<file path="config.mk">
export PLATFORM = sky130hd
export DESIGN_NAME = fifo_ctrl
export DESIGN_NICKNAME = d
export VERILOG_FILES = /design/src/rtl/fifo_ctrl.sv
export SDC_FILE = /design/constraint.sdc
export NUM_CORES = 1
export LEC_CHECK = 0
export CAP_MARGIN = 20
export CORE_UTILIZATION = 44
export CTS_CLUSTER_DIAMETER = 60
export DETAILED_ROUTE_END_ITERATION = 8
export PLACE_DENSITY = 0.82
export SLEW_MARGIN = 10
export SYNTH_ARGS = -nofsm -noshare
export SYNTH_HDL_FRONTEND = slang
export SYNTH_SLANG_ARGS = --single-unit
</file>
<file path="constraint.sdc">
create_clock -name clk -period 1.8 [get_ports clk]
set_input_delay 0.27 -clock clk [delete_from_list [all_inputs] [get_ports clk]]
set_output_delay 0.27 -clock clk [all_outputs]
set_load 0.005 [all_outputs]
</file>
<file path="src/rtl/fifo_ctrl.sv">
// FIFO pointer/occupancy controller: drives the write strobe and the addresses of an external
// storage array, and tracks occupancy, threshold flags and sticky overflow/underflow errors.
module fifo_ctrl #(
  parameter int unsigned addr_width = 2,
  parameter int unsigned af_level   = 2 ** addr_width - 1,
  parameter int unsigned ae_level   = 1
) (
  input  logic                  clk,
  input  logic                  reset,
  input  logic                  wr,
  input  logic                  rd,
  input  logic                  clr,
  output logic                  wr_en,
  output logic [addr_width-1:0] push_addr,
  output logic [addr_width-1:0] pop_addr,
  output logic                  full,
  output logic                  empty,
  output logic                  almost_full,
  output logic                  almost_empty,
  output logic [addr_width:0]   count,
  output logic                  overflow,
  output logic                  underflow
);

  localparam int unsigned Depth = 2 ** addr_width;
  localparam logic [addr_width:0]   DepthCnt = (addr_width + 1)'(Depth);
  localparam logic [addr_width:0]   AfCnt    = (addr_width + 1)'(af_level);
  localparam logic [addr_width:0]   AeCnt    = (addr_width + 1)'(ae_level);
  localparam logic [addr_width:0]   CntOne   = (addr_width + 1)'(1);
  localparam logic [addr_width-1:0] PtrOne   = addr_width'(1);

  logic [addr_width-1:0] wr_ptr_q, wr_ptr_d;
  logic [addr_width-1:0] rd_ptr_q, rd_ptr_d;
  logic [addr_width:0]   count_q, count_d;
  logic                  overflow_q, overflow_d;
  logic                  underflow_q, underflow_d;
  logic                  rd_ok, push_ok;

  // Flags are pure decodes of the registered state.
  always_comb begin
    full         = (count_q == DepthCnt);
    empty        = (count_q == '0);
    almost_full  = (count_q >= AfCnt);
    almost_empty = (count_q <= AeCnt);
    count        = count_q;
    push_addr    = wr_ptr_q;
    pop_addr     = rd_ptr_q;
    overflow     = overflow_q;
    underflow    = underflow_q;
  end

  // A push into a full FIFO is accepted only when a pop frees the head slot in the same cycle.
  always_comb begin
    rd_ok   = rd & ~empty;
    push_ok = wr & (~full | rd_ok);
    wr_en   = push_ok & ~clr & ~reset;
  end

  always_comb begin
    wr_ptr_d    = wr_ptr_q;
    rd_ptr_d    = rd_ptr_q;
    count_d     = count_q;
    overflow_d  = overflow_q;
    underflow_d = underflow_q;
    if (clr) begin
      wr_ptr_d    = '0;
      rd_ptr_d    = '0;
      count_d     = '0;
      overflow_d  = 1'b0;
      underflow_d = 1'b0;
    end else begin
      if (push_ok) wr_ptr_d = wr_ptr_q + PtrOne;
      if (rd_ok)   rd_ptr_d = rd_ptr_q + PtrOne;
      unique case ({push_ok, rd_ok})
        2'b10:   count_d = count_q + CntOne;
        2'b01:   count_d = count_q - CntOne;
        default: count_d = count_q;
      endcase
      overflow_d  = overflow_q | (wr & ~push_ok);
      // A pop on empty alongside an accepted push is not an error.
      underflow_d = underflow_q | (rd & empty & ~push_ok);
    end
  end

  always_ff @(posedge clk or posedge reset) begin
    if (reset) begin
      wr_ptr_q    <= '0;
      rd_ptr_q    <= '0;
      count_q     <= '0;
      overflow_q  <= 1'b0;
      underflow_q <= 1'b0;
    end else begin
      wr_ptr_q    <= wr_ptr_d;
      rd_ptr_q    <= rd_ptr_d;
      count_q     <= count_d;
      overflow_q  <= overflow_d;
      underflow_q <= underflow_d;
    end
  end

endmodule

</file>
* Word-level counts from Yosys, hierarchy flattened
Cells that the tools add are included.
** Word-level totals
- Bits in registers :: 9
- Latch bits :: 0
- RAM bits :: 0
- Memory bits (read-only) :: 0
- Input bits :: 5
- Output and inout port bits :: 14
- Word-level logic and storage cells :: 41
- Memories :: 0
** Operators by class
- Add/sub/neg operators :: 4
- Multiply operators :: 0
- Divide/modulo/power cells :: 0
- Order comparisons :: 2
- Eq/ne operators :: 3
- Shift operators :: 0
- Mux-type cells :: 8
- Bitwise gates (word level) :: 15
- Reduce and logical (&&, ||, !) cells :: 4
** Operators with widths (count)
- two-way mux 2 bit :: 4
- bitwise AND 1 bit :: 7
- case mux 3 bit (2 select lines) :: 1
- NOT 1 bit :: 5
- adder 2 x 1 -> 2 bit, second input constant :: 2
- nonzero test 2 bit :: 2
- adder 3 x 1 -> 3 bit, second input constant :: 1
- == test 3 bit, second input constant :: 1
- greater-or-equal comparator 3 x 2 -> 1 bit, second input constant :: 1
- <= comparator 3 x 1 -> 1 bit, second input constant :: 1
- zero test 3 bit :: 1
- two-way mux 3 bit :: 1
- OR 1 bit :: 3
- nonzero test 3 bit :: 1
- subtractor 3 x 1 -> 3 bit, second input constant :: 1
- == test 2 x 1 -> 1 bit, second input constant :: 1
- == test 2 bit, second input constant :: 1
- two-way mux 1 bit :: 2

* Depth between registers and ports, before layout
Gate-level depths: netlist of the first run.
- Depth after elaboration :: 9
- Mapped depth :: 6
- Gate-level depth less buffers :: 6

* Least setup slack after synthesis of the first run
OpenSTA, ideal clock, no wires.
- Path kind :: flip-flop to flip-flop
- Start point :: register count_q[0] (netlist: count[0])
- End point :: register wr_ptr_q[1] (netlist: push_addr[1])
- Library setup time :: 128 ps
- Data arrival time :: 1523 ps
- Required time :: 1672 ps
- Path slack :: 149 ps
- Stages on the path, launching flop included :: 6
- Buffers on the path :: 0
- Period minus slack after synthesis :: 1651 ps
- Cells stage by stage :: dfrtp_1 -> inv_1 -> ha_1 -> and3b_2 -> nor3b_1 -> mux2_1
** On the way
- Word-level cells in the longest chain between the ends :: 6
- Elaborated cells on any way between the ends :: 8
- Those cells by class :: eq/ne (1); bitwise (5); reduce/logical (2)
** RTL lines
- from (decl) :: line 34 : logic [addr_width:0] count_q, count_d;
- from (signal assigned) :: line 95 : count_q <= count_d;
- zero test 3 bit :: line 42 : empty = (count_q == '0);
- NOT 1 bit :: line 54 : rd_ok = rd & ~empty;
- bitwise AND 1 bit :: line 54
- OR 1 bit * :: line 55 : push_ok = wr & (~full | rd_ok);
- bitwise AND 1 bit * :: line 55
- nonzero test 2 bit (no line) *
- to (signal assigned) :: line 93 : wr_ptr_q <= wr_ptr_d;
- to (decl) :: line 32 : logic [addr_width-1:0] wr_ptr_q, wr_ptr_d;
Mark *: on every way between the ends. The rest lies on a longest branch, timed or not.
A chain may end at the register's enable or synchronous reset.

* Final worst setup path of the first run
- Start point :: register count_q[1] (netlist: count[1])
- End point :: register count_q[0] (netlist: count[0])
** On the way
- Word-level cells in the longest chain between the ends :: 8
- Elaborated cells on any way between the ends :: 12
- Those cells by class :: eq/ne (3); mux (2); bitwise (5); reduce/logical (2)
** RTL lines
- zero test 3 bit :: line 42
- NOT 1 bit :: line 54
- bitwise AND 1 bit :: line 54
- OR 1 bit :: line 55
- bitwise AND 1 bit :: line 55
- == test 2 x 1 -> 1 bit or == test 2 bit (tied branches) :: line 74 : unique case ({push_ok, rd_ok})
- case mux 3 bit (2 select lines) :: line 74
- two-way mux 3 bit :: line 65 : if (clr) begin
Several ways; a longest one is shown, not always the timed one.

==> results of run 1 <==
-- registers in the layout, indices dropped and copies added (netlist names) --
signal     flops
push_addr      2
pop_addr       2
overflow       1
underflow      1
count          3
-- how the worst max path moves through the flow --
stage / depth (start not counted) / to / startpoint
finish: 7 / count[0] / count[1]
global route: 7 / count[0] / count[0]
detailed placement: 4 / wr_en / rd
CTS: 6 / almost_full / count[0]
global placement: 4 / wr_en / rd
floorplan: 5 / push_addr[1] / count[0]
-- power breakdown --
group | total [uW] | internal [uW] | switching, uW
registers | 278 | 244 | 33.8
clock network | 161 | 85.6 | 75.2
logic | 682 | 372 | 310
total | 1120 | 701 | 419
-- metrics by stage --
step | setup TNS [ns] | utilization [%] | power (uW) | area (sq um) | hold slack [ns]
floorplan | 0 | - | 600 | 613 | 0.0979
detailed placement | -0.126 | 68.0 | 946 | 885 | 0.496
global placement | -0.125 | 68.0 | 926 | 885 | 0.477
CTS | -0.0137 | 70.9 | 1130 | 922 | 0.309
finish | 0 | 70.7 | 1120 | 920 | 0.302
global route | 0 | 70.7 | 1210 | 920 | 0.338
-- per-layer routing --
layer,share of wire [%],up-vias
met1,41,306
met2,55,15
met5,0,-
met4,0.58,0
met3,3.6,2
li1,-,305
-- Yosys cell counts (2+ instances only) --
cell     count
nand2_1      2
inv_1        9
a31o_2       2
nor2b_1      2
ha_1         5
dfrtp_1      9
o21ai_0      4
a31oi_1      2
nor2_1       7
a21oi_1      6
-- layout make-up --
cell class                      instances  share of cell area [%]
Multi-Input combinational cell         47                    36.7
Timing Repair Buffer                   31                    29.5
Sequential cell                         9                    24.5
Inverter                               10                    4.35
Clock buffer                            4                    2.86
Tap cell                               15                    2.04
-- cells by family (layout without fill, tap and decap cells) --
group	count (synthesis)	count (layout)	synth area share [%]
AOI/OAI and AO/OA	17	17	17.3
DFF	9	9	36.7
muxes	2	2	3.67
and+or+nand+nor	23	23	22.7
buffers and inverters	12	45	9.39
adders and majority gates	5	5	10.2
-- cell usage in the layout (no fill, tap or decap), drive strengths merged --
cell type and count:
clkbuf 5, o31ai 1, a31oi 2, dlygate4sd2 4, nand3b 1, a32oi 1
or3 1, ha 5, buf 13, nor3b 1, mux2 2, or4 1
nand3 1, and2 1, nand2 2, nand4 1, nor2b 2, a31o 2
inv 10, a221o 1, o21ai 4, a21oi 6, nor2 7, dfrtp 9
and3b 1, nor4 1, clkdlybuf4s50 13, nor4b 1, nand2b 2
-- worst reg2reg max path, cell delays in order (launching register included) --
cell and delay (ns):
dfrtp_1 0.36, inv_2 0.04, ha_2 0.18, buf_6 0.12, buf_4 0.14, nand2b_1 0.16
a32oi_1 0.25, mux2_2 0.37
-- timing repair --
action / CTS / global route
pin swaps: 1 / 1
cloned: 0 / 0
gates resized for setup: 11 / 3
hold endpoints to repair: 0 / 0
buffers inserted: 1 / 0
setup endpoints to repair: 5 / 1
==> key figures, run 1 <==
Setup path
  – WS Path Type: reg2reg
  – CP top delay family: multiplexers
  – Worst Path Max Fanout: 3
  – Data required, critical path: 1.95 ns
  – Reg2Reg Setup Slack: 0.07 ns
  – Worst r2r path cells: 7
  – Worst EP arrival: 1.88 ns
  – Reg-to-Reg Start: count[1]
  – Crit-path cells: inv_2, ha_2, buf_6, buf_4, nand2b_1, a32oi_1, mux2_2
  – CP bufs+invs: 3
  – Crit. End Element: register
  – Critical Path Max Stage Delay: 0.37 ns
  – Worst r2r dst: count[0]
  – Slowest library cell on the worst path: mux2_2
  – Startpoint types: register

Place
  – DP Wirelength: 1110 um
  – DP Cell Count: 111
  – Port Buffers: 18
  – Routability-driven placement congestion ratio: 0.828
  – DP Worst Slack: -0.126 ns

Routing
  – Initial DRC Count: 13
  – Total number of vias: 628
  – Drt wl/cell: 13.3 um
  – Vias/cell: 5.41
  – Remaining antenna violation count: 0
  – Initial DRT Pass Iterations: 4
  – Final wirelength: 1540 um
  – DRC viols: 0

Clocking
  – Worst-path clk slew: 0.07 ns
  – CTS buffer count: 3
  – Clock Latency Late Sink: 0.26 ns
  – H-tree lvl count: 1
  – CTS tree: built
  – TritonCTS Sinks: 9
  – Longest Clk Path Bufs: 2
  – Hold-fix buffers, CTS: 0
  – CTS Root Cell: clkbuf_4

Timing
  – Final hold violations: 0
  – Final setup fails: 0
  – Worst-margin pin slew: 0.391 ns
  – Rel. slew slack: 73.9%
  – Worst setup margin: 0.0665 ns
  – Clk_skew: 0.00435 ns
  – Minimum clock period: 1.73 ns
  – Fin crit share: 96.3%
  – RSZ-0062 raised after global routing: false
  – Fmax achieved: 577 MHz
  – Max-slew violations: 0

Logic synthesis
  – Post-synth top flop: dfrtp_1
  – Post-synth top area share: 36.7%
  – Area leader, netlist: dfrtp_1
  – Cells after Synth: 68
  – Largest cells by area after synthesis: dfrtp_1, ha_1, inv_1
  – Post-Syn Area: 613 sq um
  – Sequential area share after synthesis: 36.7%
  – #FFs+latches synth: 9
  – Async set-reset flop share out of synthesis: 100%
  – Number of flops mapped to enable cells by yosys: 0
  – Post-Synthesis Net Count: 78
  – Post-synthesis cell type count: 30
  – Synth Area per Inst: 9.02 sq um
  – Ys Warns: 0

Final layout
  – Net count reported at finish: 112
  – Register area: 225 sq um
  – Synthesis-to-finish area growth: 50.0%
  – Layout cell share with drive strength beyond 1: 28.7%
  – Ant. Diodes: 0
  – Area occupied by multi-input gates: 338 sq um
  – Post-Layout Cell Count: 116
  – Fillcell total: 105

Die
  – # IOs: 19
  – Die extent in x: 39.3 um
  – Initial Utilization: 47.1%
  – Row cnt: 13
  – DIE AREA: 1550 sq um
  – Die height: 39.3 um
  – Core box area: 1300 sq um

GRT
  – Busiest grt layer: met2
  – Pin count of the biggest net entering global routing: 12
  – Number of global-route vias before repair: 569
  – Met3 usage: 5.68%
  – Grt met2 use: 42.5%
  – First-pass GRT wire length: 2430 um
  – Initial antenna violation count: 0
  – Met1 Track Usage GR: 26.7%
  – Total GRT Usage: 23.4%
  – Total gr overflow: 0

Run
  – Max-Cap Viols: 0

Power
  – Power Density: 1220 nW/um^2
  – Worst vdd ir: 0.688 mV
  – Lkg Pwr: 0.000437 uW

Hold path
  – Worst hold path type: in2async

Run status
  – Outcome: completed
Power figures use the tool's default switching activity.
==> run 2: changes to the inputs <==
- PLACE_DENSITY: 0.82 -> 0.76
==> run 2 against run 1 <==
Register-to-register slack better by 0.12 ns; first-iteration DRC count is 23% lower; clock power hardly changed; die area stayed put; maximum frequency is 0.54% higher; clock skew is 0.0044 ns higher; via count is 0.80% lower; global-route usage is 1.9 points lower; sequential power hardly changed; hold slack hardly changed; largest power group unchanged; highest routed layer unchanged.
==> key figures, run 2 (synthesized netlist as in run 1, its figures left out) <==
Final layout
  – Most frequent cells in the layout: clkdlybuf4s50_1, buf_4, dfrtp_1, nor2_1, inv_1 (unchanged)
  – Synthesis-to-finish area growth: 53.1% (was 50.0%)
  – Ant. Diodes: 0 (unchanged)
  – Max reg flops: 3 (unchanged)
  – Net count reported at finish: 113 (was 112)
  – Fillcell total: 104 (was 105)
  – Layout cell share with drive strength beyond 1: 29.4% (was 28.7%)

Routing
  – Remaining antenna violation count: 0 (unchanged)
  – Initial DRC Count: 10 (was 13)
  – DRC viols: 0 (unchanged)
  – Initial DRT Pass Iterations: 4 (unchanged)
  – Drt wl/cell: 12.1 um (was 13.3 um)
  – Vias/cell: 5.32 (was 5.41)
  – Final wirelength: 1420 um (was 1540 um)
  – Total number of vias: 623 (was 628)

Timing
  – Final setup fails: 0 (unchanged)
  – Worst hold margin: 0.303 ns (was 0.302 ns)
  – Rel. slew slack: 75.9% (was 73.9%)
  – Fin crit share: 95.8% (was 96.3%)
  – Max-slew violations: 0 (unchanged)
  – Clk_skew: 0.00870 ns (was 0.00435 ns)
  – Worst-margin pin slew: 0.361 ns (was 0.391 ns)
  – RSZ-0062 raised after global routing: false (unchanged)
  – Final hold violations: 0 (unchanged)
  – Setup tns final: 0 ns (unchanged)
  – Minimum clock period: 1.72 ns (was 1.73 ns)
  – Fmax achieved: 580 MHz (was 577 MHz)

Clocking
  – CTS Root Cell: clkbuf_4 (unchanged)
  – Longest Clk Path Bufs: 2 (unchanged)
  – CTS tree: built (unchanged)
  – TritonCTS Sinks: 9 (unchanged)
  – H-tree lvl count: 1 (unchanged)
  – Worst-path clk slew: 0.07 ns (about the same)
  – CTS buffer count: 3 (unchanged)
  – Clock Latency Late Sink: 0.26 ns (about the same)

Die
  – # IOs: 19 (unchanged)
  – Initial Utilization: 47.1% (unchanged)
  – Die extent in x: 39.3 um (unchanged)
  – Core box area: 1300 sq um (unchanged)
  – Row cnt: 13 (unchanged)
  – Die height: 39.3 um (unchanged)
  – DIE AREA: 1550 sq um (unchanged)

GRT
  – Initial antenna violation count: 0 (unchanged)
  – Total gr overflow: 0 (unchanged)
  – First-pass GRT wire length: 2110 um (was 2430 um)
  – Pin count of the biggest net entering global routing: 12 (unchanged)
  – Number of global-route vias before repair: 508 (was 569)
  – Total GRT Usage: 21.5% (was 23.4%)

Hold path
  – Worst hold path type: in2async (unchanged)

Power
  – Worst vdd ir: 0.690 mV (was 0.688 mV)
  – Power Density: 1200 nW/um^2 (was 1220 nW/um^2)
  – Lkg Pwr: 0.000448 uW (was 0.000437 uW)

Setup path
  – Worst EP arrival: 1.45 ns (was 1.88 ns)
  – Startpoint types: register (unchanged)
  – WS Path Type: reg2out (was reg2reg)
  – Worst Path Max Fanout: 3 (unchanged)
  – Crit. End Element: primary output (was register)
  – Data required, critical path: 1.53 ns (was 1.95 ns)

Run status
  – Outcome: completed (unchanged)

Place
  – DP Wirelength: 1070 um (was 1110 um)
  – Port Buffers: 18 (unchanged)
  – Routability-driven placement congestion ratio: 0.775 (was 0.828)

Run
  – Max-Cap Viols: 0 (unchanged)
run 2: cell count changes in the layout (fill, tap and decap cells not counted), sizes merged:
cell	delta
clkbuf	-1
buf	+2
run 2: stage by stage:
step	util (%)	setup WS (ns)	total power, uW	cells	cell area, sq um
global placement	68.6	-0.125	928	112	892
detailed placement	68.6	-0.122	944	112	892
global route	72.1	0.00508	1220	117	938
floorplan	-	0.149	600	68	613
finish	72.1	0.0758	1130	117	938
CTS	71.8	0.0433	1120	117	935
run 2: repair_timing:
item                       in CTS  in global routing
setup endpoints to repair       5                  1
buffers inserted                1                  0
resized for setup              14                  2
hold buffers                    0                  0
run 2: final timing paths:
kind | startpoint | to | slack [ns] | cells past startpoint
worst max register to register | count[0] | push_addr[1] | 0.19 | 6
max in group asynchronous | reset | count[0] | 1.23 | 2
worst min-delay path | reset | push_addr[1] | 0.30 | 2
worst max-delay path | count[0] | wr_en | 0.08 | 5
min in group clk | overflow | overflow | 0.51 | 2
worst min register to register | overflow | overflow | 0.51 | 2
run 2: per-layer routing:
layer / wire length (um) / track usage (%) / up-vias
met5: 0 / 0 / -
met4: 27 / 12.9 / 0
met3: 75 / 5.11 / 4
met2: 660 / 32.5 / 21
met1: 651 / 27.5 / 290
li1: - / - / 308
run 2: layout make-up:
type	instances	area (sq um)	area share [%]
Multi-Input combinational cell	47	349	37.2
Timing Repair Buffer	32	279	29.7
Sequential cell	9	225	24.0
Inverter	10	40.0	4.27
Clock buffer	4	26.3	2.80
Tap cell	15	18.8	2.00
run 2: critical path, stage by stage (launching register included):
cell and delay, ns:
dfrtp_1 0.37, inv_2 0.07, ha_4 0.16, and3b_2 0.19, nor4_1 0.14, dlygate4sd2_1 0.26
run 2: report_power, final:
| part | internal (uW) | total, uW | leakage (uW) | switching (uW) |
|---|---|---|---|---|
| combinational | 383 | 688 | 0.000311 | 305 |
| sequential | 244 | 280 | 0.000121 | 36.4 |
| clock | 85.5 | 160 | 0.0000150 | 74.4 |
